==> src/rtl/sine_period_meter_if.sv <==
// Sample-stream and measurement-result bundle for sine_period_meter.
// The slave modport is the meter. The master modport is the sample source or observer.
interface sine_period_meter_if #(
  parameter int unsigned DATA_W = 8,
  parameter int unsigned CNT_W  = 16
);
  logic              sample_valid;
  logic [DATA_W-1:0] sample;
  logic [CNT_W-1:0]  period;
  logic [DATA_W-1:0] peak;
  logic [DATA_W-1:0] trough;
  logic              result_valid;
  logic              locked;
  logic              overflow;

  modport master (
    output sample_valid, sample,
    input  period, peak, trough, result_valid, locked, overflow
  );

  modport slave (
    input  sample_valid, sample,
    output period, peak, trough, result_valid, locked, overflow
  );
endinterface

==> src/rtl/sine_period_meter.sv <==
// Measures the period, peak and trough of an offset-binary sine stream.
// Rising midscale crossings are detected with hysteresis.
module sine_period_meter #(
  parameter int unsigned DATA_W = 8,
  parameter int unsigned CNT_W  = 16,
  parameter int unsigned HYST   = 4
) (
  input logic             clk,
  input logic             rst,
  sine_period_meter_if.slave bus
);

  localparam int unsigned MID = 1 << (DATA_W - 1);
  localparam logic [DATA_W:0]  RISE_TH = (DATA_W + 1)'(MID + HYST);
  localparam logic [DATA_W:0]  ARM_TH  = (DATA_W + 1)'(MID - HYST);
  localparam logic [CNT_W-1:0] CNT_MAX = {CNT_W{1'b1}};

  typedef enum logic {SEARCH, MEASURE} state_t;

  state_t            state;
  logic              arm;
  logic [CNT_W-1:0]  cnt;
  logic [DATA_W-1:0] pk;
  logic [DATA_W-1:0] tr;
  logic [CNT_W-1:0]  period_q;
  logic [DATA_W-1:0] peak_q;
  logic [DATA_W-1:0] trough_q;
  logic              result_valid_q;
  logic              locked_q;
  logic              overflow_q;

  logic [DATA_W:0] sample_ext_c;
  logic            rise_c;
  logic            low_c;
  logic            cross_c;

  // Threshold compares run one bit wider, so MID+HYST cannot wrap.
  always_comb begin
    sample_ext_c = {1'b0, bus.sample};
    rise_c       = (sample_ext_c >= RISE_TH);
    low_c        = (sample_ext_c < ARM_TH);
    cross_c      = rise_c & arm;
  end

  always_ff @(posedge clk or negedge rst) begin
    if (!rst) begin
      state          <= SEARCH;
      arm            <= 1'b0;
      cnt            <= '0;
      pk             <= '0;
      tr             <= '0;
      period_q       <= '0;
      peak_q         <= '0;
      trough_q       <= '0;
      result_valid_q <= 1'b0;
      locked_q       <= 1'b0;
      overflow_q     <= 1'b0;
    end else begin
      result_valid_q <= 1'b0;
      if (bus.sample_valid) begin
        if (low_c)   arm <= 1'b1;
        if (cross_c) arm <= 1'b0;
        case (state)
          SEARCH: begin
            if (cross_c) begin
              state <= MEASURE;
              cnt   <= CNT_W'(1);
              pk    <= bus.sample;
              tr    <= bus.sample;
            end
          end
          MEASURE: begin
            if (cross_c) begin
              // A crossing closes the current period and opens the next one.
              period_q       <= cnt;
              peak_q         <= pk;
              trough_q       <= tr;
              result_valid_q <= 1'b1;
              locked_q       <= 1'b1;
              overflow_q     <= 1'b0;
              cnt            <= CNT_W'(1);
              pk             <= bus.sample;
              tr             <= bus.sample;
            end else if (cnt == CNT_MAX) begin
              // The counter is saturated: drop lock and search again from a fresh arm.
              overflow_q <= 1'b1;
              locked_q   <= 1'b0;
              arm        <= 1'b0;
              state      <= SEARCH;
            end else begin
              cnt <= cnt + CNT_W'(1);
              if (bus.sample > pk) pk <= bus.sample;
              if (bus.sample < tr) tr <= bus.sample;
            end
          end
          default: state <= SEARCH;
        endcase
      end
    end
  end

  assign bus.period       = period_q;
  assign bus.peak         = peak_q;
  assign bus.trough       = trough_q;
  assign bus.result_valid = result_valid_q;
  assign bus.locked       = locked_q;
  assign bus.overflow     = overflow_q;

endmodule
==> src/flat_wrapper.sv <==
// flat-port wrapper written by rule: the top's interface ports become plain ports
module sine_period_meter_flat 
#(
  parameter int unsigned DATA_W = 8,
  parameter int unsigned CNT_W  = 16,
  parameter int unsigned HYST   = 4
)
  (clk, rst, bus_sample_valid, bus_sample, bus_period, bus_peak, bus_trough, bus_result_valid, bus_locked, bus_overflow);
  sine_period_meter_if #(.DATA_W(DATA_W), .CNT_W(CNT_W)) bus_i ();
  input logic clk;
  input logic rst;
  input wire logic [$bits(bus_i.sample_valid)-1:0] bus_sample_valid;
  input wire logic [$bits(bus_i.sample)-1:0] bus_sample;
  output wire logic [$bits(bus_i.period)-1:0] bus_period;
  output wire logic [$bits(bus_i.peak)-1:0] bus_peak;
  output wire logic [$bits(bus_i.trough)-1:0] bus_trough;
  output wire logic [$bits(bus_i.result_valid)-1:0] bus_result_valid;
  output wire logic [$bits(bus_i.locked)-1:0] bus_locked;
  output wire logic [$bits(bus_i.overflow)-1:0] bus_overflow;
  assign bus_i.sample_valid = bus_sample_valid;
  assign bus_i.sample = bus_sample;
  assign bus_period = bus_i.period;
  assign bus_peak = bus_i.peak;
  assign bus_trough = bus_i.trough;
  assign bus_result_valid = bus_i.result_valid;
  assign bus_locked = bus_i.locked;
  assign bus_overflow = bus_i.overflow;
  sine_period_meter #(.DATA_W(DATA_W), .CNT_W(CNT_W), .HYST(HYST)) u_core (.clk(clk), .rst(rst), .bus(bus_i));
endmodule
==> config.mk <==
export PLATFORM = sky130hd
export DESIGN_NAME = sine_period_meter_flat
export DESIGN_NICKNAME = d
export VERILOG_FILES = /design/src/rtl/sine_period_meter_if.sv /design/src/rtl/sine_period_meter.sv /design/src/flat_wrapper.sv
export SDC_FILE = /design/constraint.sdc
export NUM_CORES = 1
export LEC_CHECK = 0
export BUFFER_PORTS_ARGS = -buffer_cell sky130_fd_sc_hd__buf_2
export CAP_MARGIN = 20
export CORE_ASPECT_RATIO = 1.75
export CORE_UTILIZATION = 30
export CTS_CLUSTER_SIZE = 12
export DETAILED_ROUTE_END_ITERATION = 10
export MAX_ROUTING_LAYER = met4
export PLACE_DENSITY = 0.51
export SYNTH_ARGS = -nofsm -noshare
export SYNTH_HDL_FRONTEND = slang
export SYNTH_SLANG_ARGS = --single-unit
==> constraint.sdc <==
create_clock -name clk -period 2.95 [get_ports clk]
set_clock_uncertainty 0.2 [all_clocks]
set_input_delay 0.59 -clock clk [delete_from_list [all_inputs] [get_ports clk]]
set_output_delay 0.59 -clock clk [all_outputs]
set_load 0.05 [all_outputs]
==> results.json <==
{
  "cts_sinks": 69,
  "drive_gt1_share_pct": 36.6,
  "p_per_area_nw_per_um2": 995,
  "cts_tree": "yes",
  "synth-seq-cells": 69,
  "layout.cells.non_filler": 474,
  "final_cell_mix": "dfrtp_1 (69), mux2_2 (46), buf_2 (45)",
  "yosys_most_used_dff": "dfrtp_1",
  "maxCapViolations": 0,
  "slew_violations": 0,
  "crit_type": "flop to flop",
  "die_w_microns": 81.3,
  "yosys_warnings": 0,
  "cts-resized-gates": 0,
  "finish.utilization_pct": 38.4,
  "antenna_cells": 0,
  "drt_iter0_markers": 102,
  "rows": 50,
  "via_count": 2331,
  "port_buffers": 45,
  "wl_per_cell_microns": 15.1,
  "clock_path_buffers": 2,
  "routed_via_density": 4.92,
  "synth-seq-area-share_pct": 52.3,
  "antenna_found_initial": 0,
  "layout_commonest_cell": "dfrtp_1",
  "setup_viol": 0,
  "yosysTopAreaCell": "dfrtp_1",
  "startpoint": "u_core.cnt[0]$_DFFE_PN0P_",
  "peakVddDrop_v": 0.000663,
  "r2r_start": "u_core.cnt[0]$_DFFE_PN0P_",
  "hold_path.class": "flop to flop",
  "critPathRequiredTime_ns": 2.97,
  "r2r-end": "u_core.pk[5]$_DFFE_PN0P_",
  "dieArea_sq_um": 11500,
  "ys_types": 40,
  "min_from": "u_core.bus.period[8]$_DFFE_PN0P_",
  "final_antenna_net_count": 0,
  "yosysTopAreaCellShare_pct": 52.3,
  "min_period_ns": 2.58,
  "worstMarginPinSlew_ns": 0.454,
  "grt_max_degree": 60,
  "fmax_mhz": 388,
  "worst_setup_path_start_kind": "flop",
  "hpwlAfterDp_mm": 5.40,
  "rsz0062_at_grt": "false",
  "initial_core_util_pct": 30.9,
  "place_area_sq_um": 3770,
  "ioPinCount": 46,
  "drt_pass1_iterations": 4,
  "synth.area.top_cells": "dfrtp_1 (52%), mux2_2 (16%), ha_1 (6.1%)",
  "status": "complete, no violations",
  "h-tree-depth": 3,
  "final_nets": 366,
  "remaining_drc_errors": 0,
  "cts-root-buf": "clkbuf_16",
  "cts_made_buffers": 9,
  "reg2reg_depth": 7,
  "power_leakage_uw": 0.00197,
  "synthCells": 277,
  "place.gp.congestion": 0.812,
  "min_delay_worst_endpoint": "u_core.bus.period[8]$_DFFE_PN0P_",
  "worstSkewPairLatency_ns": 0.34,
  "syn_area_per_cell_sq_um": 11.9,
  "end_kind": "flop",
  "syn_area_sq_um": 3300,
  "track_usage_pct": 14.6,
  "hold_viol_final": 0,
  "fin_crit_sh_pct": 87.4,
  "grt_pass1_vias": 2414,
  "r2r_setup_slack_ns": 0.37,
  "critPathArrivalTime_ns": 2.59,
  "cp_max_fo": 8,
  "clkTransAtPathRegs_ns": 0.06,
  "syn_nets": 304,
  "syn2layout_area_growth_pct": 24.4,
  "max-slew-margin-rel_pct": 69.7,
  "finalSetupTns_ns": 0,
  "final_cell_area_sq_um": 4110,
  "min_path_cells": 1,
  "grt_pass1_wl_mm": 12.1,
  "synth-async-reset-ratio_pct": 100,
  "wirelength_mm": 7.17,
  "place_inst": 457,
  "die_h_microns": 141,
  "grt-ovfl-total": 0,
  "synth_enable_flop_cells": 0,
  "core_area_sq_um": 10700
}
layout make-up:
type	count	area [sq um]
multi-input cells	180	1470
clock buffers	12	256
well taps	130	163
repair buffers	58	350
inverters	21	78.8
clock inverters	4	70.1
flip-flops and latches	69	1730
fillers	1054	6590
cell usage after synthesis, types with 4 or more instances:
library cell and count:
nand2_1 4, dfrtp_1 69, nor2_1 19, ha_1 16, o21ai_0 10, mux2_2 46, a21oi_1 8, buf_2 4
nand3_1 10, nor4_1 4, a211oi_1 4, nand4_1 11, xnor2_1 7, inv_1 21
worst max-delay path by stage:
stage          cells after the start                        to
2_1_floorplan                      5  u_core.pk[0]$_DFFE_PN0P_
3_3_place_gp                       6  u_core.tr[0]$_DFFE_PN0P_
3_5_place_dp                       7  u_core.pk[4]$_DFFE_PN0P_
4_1_cts                            7  u_core.pk[4]$_DFFE_PN0P_
5_1_grt                            7  u_core.pk[5]$_DFFE_PN0P_
6_report                           7  u_core.pk[5]$_DFFE_PN0P_
per-stage QoR:
step / hold WS, ns / setup WS, ns / power, uW
after floorplan: 0.0944 / 0.390 / 2550
after global placement: 0.287 / 0.118 / 2930
after detailed placement: 0.289 / 0.0553 / 2960
after CTS: 0.303 / 0.375 / 4150
after global routing: 0.315 / 0.251 / 4330
final: 0.297 / 0.373 / 4090
power breakdown:
part           switching (uW)  total, uW  internal [uW]
sequential                191       1430           1240
clock                     390       1170            783
combinational             961       1480            524
registers in the layout (all words and copies together) (netlist names):
register                 cells
u_core.cnt                  16
u_core.arm                   1
u_core.bus.result_valid      1
u_core.pk                    8
u_core.bus.overflow          1
u_core.bus.trough            8
u_core.state                 1
u_core.bus.locked            1
u_core.bus.peak              8
u_core.tr                    8
u_core.bus.period           16
critical path, cell delays in order, from the launching register on:
cell and delay [ns]:
dfrtp_1 0.46, ha_1 0.32, nand4_1 0.19, nor4_2 0.42
o22ai_2 0.21, o31ai_4 0.09, buf_4 0.21, mux2_2 0.35
what timing repair did:
action | in CTS | in global routing
hold endpoints to repair | 10 | 0
buffers inserted | 0 | 0
hold buffers | 1 | 0
layer usage:
metal	global-route usage [%]	vias up	part of all wire, %
li1	-	1130	-
met1	15.8	1146	39
met2	24.9	41	55
met3	3.04	14	3.4
met4	6.58	0	2.3
met5	-	-	0
cells by family after synthesis:
logic type / share of synthesized area [%]
buffers and inverters: 3.45
AND/OR/NAND/NOR: 11.4
XOR/XNOR: 2.65
adder cells (fa/ha/maj): 6.06
flip-flops: 52.3
multiplexers: 16.3
AO/OA/AOI/OAI: 7.84
(Power assumes the default switching activity.)
